`src/rtl/mem_port_arbiter.sv`:
```
// mem_port_arbiter: one-at-a-time, round-robin sharing of a fixed-latency
// synchronous memory port between instruction fetch (IF) and load/store (LS).
module mem_port_arbiter #(
   parameter int ADDR_W  = 16,
   parameter int DATA_W  = 16,
   parameter int MEM_LAT = 2
) (
   input  logic              clk,
   input  logic              rst,
   input  logic              if_req,
   input  logic [ADDR_W-1:0] if_addr,
   output logic              if_gnt,
   output logic              if_rvalid,
   output logic [DATA_W-1:0] if_rdata,
   input  logic              ls_req,
   input  logic              ls_we,
   input  logic [ADDR_W-1:0] ls_addr,
   input  logic [DATA_W-1:0] ls_wdata,
   output logic              ls_gnt,
   output logic              ls_rvalid,
   output logic [DATA_W-1:0] ls_rdata,
   output logic              mem_en,
   output logic              mem_we,
   output logic [ADDR_W-1:0] mem_addr,
   output logic [DATA_W-1:0] mem_wdata,
   input  logic [DATA_W-1:0] mem_rdata,
   output logic              busy
);
   typedef enum logic [1:0] {IDLE, ISSUE, WAIT, RESP} state_t;
   state_t            r_state, w_next;
   logic              r_owner, r_last;
   logic [3:0]        r_cnt;
   logic [ADDR_W-1:0] r_addr;
   logic              r_we;
   logic [DATA_W-1:0] r_wdata, r_if_rdata, r_ls_rdata;
   logic              w_if_gnt, w_ls_gnt;
   // owner/last encoding: 1 = LS, 0 = IF; a tie goes to whoever was not served last
   assign w_if_gnt = r_state == IDLE && !rst && if_req && (!ls_req || r_last);
   assign w_ls_gnt = r_state == IDLE && !rst && ls_req && (!if_req || !r_last);
   always_ff @(posedge clk)
      r_state <= rst ? IDLE : w_next;
   always_comb
      w_next = (r_state == IDLE)  ? ((w_if_gnt || w_ls_gnt) ? ISSUE : IDLE)
             : (r_state == ISSUE) ? WAIT
             : (r_state == WAIT)  ? ((r_cnt == 4'd0) ? RESP : WAIT)
             : IDLE;
   always_ff @(posedge clk) begin
      if (rst) begin
         r_owner    <= 1'b0;
         r_last     <= 1'b0;
         r_cnt      <= 4'd0;
         r_addr     <= '0;
         r_we       <= 1'b0;
         r_wdata    <= '0;
         r_if_rdata <= '0;
         r_ls_rdata <= '0;
      end else begin
         if (w_if_gnt || w_ls_gnt) begin
            r_owner <= w_ls_gnt;
            r_last  <= w_ls_gnt;
            r_addr  <= w_ls_gnt ? ls_addr : if_addr;
            r_we    <= w_ls_gnt && ls_we;
            r_wdata <= w_ls_gnt ? ls_wdata : '0;
         end
         if (r_state == ISSUE)
            r_cnt <= 4'(MEM_LAT - 1);
         else if (r_state == WAIT)
            r_cnt <= r_cnt - 4'd1;
         if (r_state == WAIT && r_cnt == 4'd0 && !r_we) begin
            if (r_owner)
               r_ls_rdata <= mem_rdata;
            else
               r_if_rdata <= mem_rdata;
         end
      end
   end
   always_comb begin
      if_gnt    = w_if_gnt;
      ls_gnt    = w_ls_gnt;
      mem_en    = r_state == ISSUE;
      mem_we    = r_state == ISSUE && r_we;
      mem_addr  = r_addr;
      mem_wdata = r_wdata;
      if_rvalid = r_state == RESP && !r_owner;
      ls_rvalid = r_state == RESP && r_owner;
      if_rdata  = r_if_rdata;
      ls_rdata  = r_ls_rdata;
      busy      = r_state != IDLE;
   end
endmodule

```
`config.mk`:
```
export PLATFORM = sky130hd
export DESIGN_NAME = mem_port_arbiter
export DESIGN_NICKNAME = d
export VERILOG_FILES = /design/src/rtl/mem_port_arbiter.sv
export SDC_FILE = /design/constraint.sdc
export NUM_CORES = 1
export LEC_CHECK = 0
export CAP_MARGIN = 20
export CELL_PAD_IN_SITES_DETAIL_PLACEMENT = 1
export CELL_PAD_IN_SITES_GLOBAL_PLACEMENT = 1
export CORE_UTILIZATION = 30
export DETAILED_ROUTE_END_ITERATION = 12
export HOLD_SLACK_MARGIN = 0.05
export PLACE_DENSITY_LB_ADDON = 0.1
export SYNTH_ARGS = -nofsm -noshare
export SYNTH_HDL_FRONTEND = slang
export SYNTH_SLANG_ARGS = --single-unit
```
`constraint.sdc`:
```
create_clock -name clk -period 2.8 [get_ports clk]
set_clock_uncertainty 0.2 [all_clocks]
set_input_delay 0.84 -clock clk [delete_from_list [all_inputs] [get_ports clk]]
set_output_delay 0.84 -clock clk [all_outputs]
set_load 0.01 [all_outputs]
```
==> impl_metrics.tcl <==
set metrics [dict create \
    outcome "finished, final reports clean" \
    setup_viol 0 \
    overflow 0 \
    p_clk_share_pct 33.6 \
    syn_area_um2 3270 \
    finalHoldViolCount 0 \
    die_w_um 106 \
    power.share.sequential_pct 47.4 \
    dp.cells 606 \
    grt_start_max_net_pins 91 \
    path_clk_slew_ps 90 \
    share_comb_of_total_power_pct 19.0 \
    post-cts-setup-buffers 0 \
    grt_usage_pct 18.3 \
    power.density_nw_per_um2 466 \
    clockBufferDepth 2 \
    post-route-cell-area_um2 4980 \
    swShare_pct 28.6 \
    post-place-ws_ps -372 \
    hold_class "flip-flop to flip-flop" \
    synth_cell_types 32 \
    setup_tns_ps 0 \
    hold_path_depth 2 \
    drc 0 \
    nFillCells 1214 \
    timing.rr.end "if_rdata[12]$_SDFFE_PP0P_" \
    hold_start "ls_rdata[8]$_SDFFE_PP0P_" \
    cts.sinks 72 \
    synth_top_area_share_pct 44.1 \
    slew_violations 0 \
    intPower_w 0.00166 \
    synthTopCellsByArea "dfxtp_1, mux2i_1, nand2b_1" \
    diodes 0 \
    finalPower_w 0.00232 \
    cts_root_buf "clkbuf_8" \
    nNetsFinal 556 \
    drt-pass1-iter-count 4 \
    finalCritPeriodShare_pct 97.4 \
    r2r_start "r_state[0]$_SDFF_PP0_" \
    rsz0062_at_grt "false" \
    critPathLaunchType "input pin" \
    core_um2 10500 \
    gp_congestion 0.746 \
    cts_tree "done" \
    fmax_mhz 367 \
    vias 3106 \
    wire_per_inst_um 16.4 \
    switchingPower_w 0.000663 \
    yosysMostFrequentCell "dfxtp_1" \
    io_buffers 139 \
    drtIter0Drc 88 \
    finalNonFillerCells 622 \
    ir_drop_uv 204 \
    syn_area_per_cell_um2 9.27 \
    period_needed_ps 2730 \
    leakagePower_nw 1.79 \
    synthesis.nets 428 \
    grt_pass1_vias 3240 \
    async_flop_share_pct 0 \
    cp_max_fo 4 \
    synthCells 353 \
    worst_r2r_path_depth 5 \
    rows 37 \
    ioPinCount 140 \
    ys_ff_latch 72 \
    path_class "input pin to primary output" \
    synth_top_area_cell "dfxtp_1" \
    place_area_um2 4800 \
    dp_hpwl_um 6810 \
    critPathArrivalTime_ps 1690 \
    cap_violations 0 \
    die_area_um2 11300 \
    netlist_top_cells_count "dfxtp_1, nand2b_1, a21oi_1" \
    cp-end-kind "primary output" \
    worstMarginPinSlew_ps 795 \
    h-tree-depth 3 \
    antenna_found_initial 0 \
    hold_end "ls_rdata[8]$_SDFFE_PP0P_" \
    viasPerCell 4.99 \
    synth_edf_count 0 \
    ys_warn_count 0 \
    relSlewSlack_pct 47.0 \
    die_h_um 106 \
    drive_above_1_share_pct 8.23 \
    drt_wl_total_um 10200 \
    synth_flop_cell "dfxtp_1" \
    area_growth_pct 52.3 \
    worstPathRequired_ps 1760 \
    grt_pass1_wl_um 16300 \
    r2r_slack_ps 700 \
    postRouteAntennaNets 0 \
    initial_core_util_pct 31.3 \
    cts-buffers-inserted 9 \
    yosysSeqAreaShare_pct 44.1 \
    timing.final.ws_setup_ps 72.7 \
    worstSkewPairLatency_ps 340 \
]
==> worst max-delay path by stage <==
stage | startpoint | end | slack, ps | depth (start not counted)
floorplan | rst | if_gnt | 60 | 6
global route | r_state[1]$_SDFF_PP0_ | mem_we | 30 | 4
global placement | if_req | ls_gnt | -350 | 4
detailed placement | if_req | ls_gnt | -370 | 4
finish | ls_req | ls_gnt | 70 | 3
CTS | r_state[1]$_SDFF_PP0_ | mem_we | 10 | 4
==> kinds of logic (layout without fill, tap and decap cells) <==
kind of cell	Yosys count	after routing	synth area share (%)
compound gates	71	71	13.0
xor+xnor	2	2	0.536
fa+ha+maj	6	6	2.30
buf+inv	43	176	5.81
flops	72	72	44.1
mux	32	32	9.79
simple gates	127	127	24.5
==> critical path, cell delays in order <==
cell and delay (ps):
clkdlybuf4s50_1 520, and3_1 170, buf_2 150
==> final cells by class <==
type | count | area (µm²) | area share [%]
timing repair buffer | 154 | 1510 | 30.3
multi-input combinational | 238 | 1650 | 33.2
inverter | 6 | 22.5 | 0.452
sequential | 72 | 1440 | 29.0
clock buffer | 10 | 138 | 2.76
clock inverter | 6 | 42.5 | 0.854
tap | 136 | 170 | 3.42
==> cells in the final DEF, fill, tap and decap left out, drive strengths merged, types with 2 or more instances in the layout <==
cell type / synthesis / layout
clkdlybuf4s50: 0 / 134
dfxtp: 72 / 72
nand2b: 49 / 49
a21oi: 35 / 35
mux2i: 32 / 32
buf: 17 / 18
a2111oi: 17 / 17
nor4b: 17 / 17
nand3: 17 / 17
o21ai: 17 / 17
nor4: 16 / 16
clkbuf: 20 / 10
inv: 6 / 7
nand2: 6 / 6
ha: 6 / 6
and2: 4 / 4
nor3: 4 / 4
nor2: 4 / 4
nor2b: 3 / 3
clkinv: 0 / 3
clkinvlp: 0 / 2
dlygate4sd2: 0 / 2
==> power by group through the flow <==
stage	Sequential (W)	Clock, W	Combinational (W)
6_report	0.00110	0.000780	0.000439
5_1_grt	0.00111	0.000856	0.000475
4_1_cts	0.00110	0.000816	0.000443
3_5_place_dp	0.00112	0	0.000443
3_3_place_gp	0.00112	0	0.000438
2_1_floorplan	0.00113	0	0.000183
==> metal layers <==
| layer | share of wire, % | global-route usage, % | up-vias |
|---|---|---|---|
| met1 | 46 | 22.1 | 1482 |
| met4 | 0.75 | 5.87 | 0 |
| met3 | 5.6 | 4.90 | 7 |
| met5 | 0 | 0 | - |
| met2 | 48 | 31.5 | 96 |
| li1 | - | - | 1521 |
==> state kept, by name, summed over array words and instances, names as in the netlist <==
register	cells
if_rdata	16
ls_rdata	16
mem_addr	16
mem_wdata	16
r_cnt	4
r_last	1
r_state	2
r_we	1
==> repair_timing <==
action                                  CTS  global route
resized for setup                        12             2
hold buffers                              0             0
endpoints found under the setup margin    4             1
cloned                                    0             0
==> metrics by stage <==
step | utilization, % | hold WS, ps
6_report | 47.6 | 275
3_5_place_dp | 45.9 | 267
5_1_grt | 47.6 | 297
4_1_cts | 47.5 | 283
2_1_floorplan | - | 269
3_3_place_gp | 45.9 | 259
Power figures use the tool's default switching activity.
==> RTL edit (config.mk and constraints unchanged) <==
Set the parameter `ADDR_W` to 17 (it was 16).
--- a/src/rtl/mem_port_arbiter.sv
+++ b/src/rtl/mem_port_arbiter.sv
@@ -1,7 +1,7 @@
 // mem_port_arbiter: one-at-a-time, round-robin sharing of a fixed-latency
 // synchronous memory port between instruction fetch (IF) and load/store (LS).
 module mem_port_arbiter #(
-   parameter int ADDR_W  = 16,
+   parameter int ADDR_W  = 17,
    parameter int DATA_W  = 16,
    parameter int MEM_LAT = 2
 ) (
Interface: changed (resized if_addr, ls_addr and mem_addr); port bits go from 140 to 143. The function was not compared with the original's and may differ.
==> RTL edit against the unedited design <==
Wire length rose by 0.64%. Sequential cell count up 1. Largest power group unchanged. Design area is 3.7% higher. Critical path depth unchanged. Critical path type unchanged. Area after synthesis grew 2.4%. Highest routed layer unchanged. Combinational power is 6.4% higher. Power grew 9.0%. Worst setup slack got worse by 2.0 ps.
==> RTL edit: results <==
group,metric,value,unit
global_routing,use_met2,30.4,%
synthesis,synth_area_per_cell,9.38,um^2
cells_and_area,inverters,6,
synthesis,yosys_warnings,0,
min_path,holdCritStartpoint,"if_rdata[2]",
power_and_ir_drop,peakVddDrop,0.198,mV
cells_and_area,seq_area,1460,um^2
place,port_buffers,142,
drt,vias_per_cell,5.02,
critical_path,rr_worst_depth,7,
synthesis,ys_seq_area_share,43.6,%
global_routing,grt_max_degree,92,
cells_and_area,final.clkbuf_count,11,
global_routing,grt_pass1_vias,3223,
drt,wl,10300,um
timing,max-slew-margin-rel,45.3,%
global_routing,grt_util_met3,4.42,%
global_routing,grt_first_pass_wirelength,16400,um
cells_and_area,fin_nets,564,
cells_and_area,drive_gt1_share,8.74,%
drt,wl_met2,4900,um
cts,post_cts_resized,11,
power_and_ir_drop,sw_frac_of_total,25.3,%
place,gp_congestion,0.787,
drt,dr_wl_met3,659,um
outcome,run_status,"complete, no violations",
drt,initialDrtViolationCount,147,
cells_and_area,multiInputGateArea,1730,um^2
cells_and_area,stdcell_area,5170,um^2
cts,cts.sinks,73,
critical_path,r2r_setup_slack,610,ps
global_routing,met1_usage,22.0,%
place,place_ws,-413,ps
critical_path,crit_path_max_fanout,3,
timing,hold_ws,278,ps
synthesis,syn_nets,434,
place,placed_cells,616,
place,dpl.hpwl,6990,um
drt,wl_met1,4560,um
floorplanning,dieArea,11600,um^2
global_routing,grt_use_total,18.2,%
min_path,hold-path-endpoint,"if_rdata[2]",
critical_path,crit_start,"ls_req",
synthesis,synth_common_cells,"dfxtp_1, nand2b_1, a21oi_1, mux2i_1, clkbuf_1",
cells_and_area,non_clock_buffer_area_share,30.0,%
cells_and_area,fin_cells,632,
place,dpl_cell_area,4910,um^2
critical_path,r2r-end,"mem_addr[12]",
cells_and_area,signal_buffers,155,
timing,period_share,97.5,%
synthesis,synth_area_leaders,"dfxtp_1, mux2i_1, nand2b_1, a21oi_1, a2111oi_0",
cells_and_area,multi_input_cells,242,
critical_path,r2r-start,"r_state[1]",
[RTL edit: changes by cell type after synthesis, sizes merged]
| cell | before | now |
|---|---|---|
| dfxtp | 72 | 73 |
| nor4b | 17 | 18 |
| a21oi | 35 | 36 |
| nor4 | 16 | 17 |
| clkbuf | 20 | 19 |
| a2111oi | 17 | 18 |
[RTL edit: power groups by stage]
stage,Combinational (mW),Clock [mW],Sequential [mW]
floorplan,0.194,0,1.15
global placement,0.456,0,1.14
detailed placement,0.466,0,1.14
CTS,0.468,0.979,1.12
global route,0.507,1.02,1.12
finish,0.467,0.945,1.12
[RTL edit: logic make-up (layout without fill, tap and decap cells)]
| logic type | count (synthesis) | count (layout) | synth area share, % |
|---|---|---|---|
| xor+xnor | 2 | 2 | 0.523 |
| simple gates | 129 | 129 | 25.1 |
| compound gates | 73 | 73 | 13.1 |
| buf+inv | 42 | 177 | 5.75 |
| mux | 32 | 32 | 9.57 |
| flops | 73 | 73 | 43.6 |
| fa+ha+maj | 6 | 6 | 2.24 |
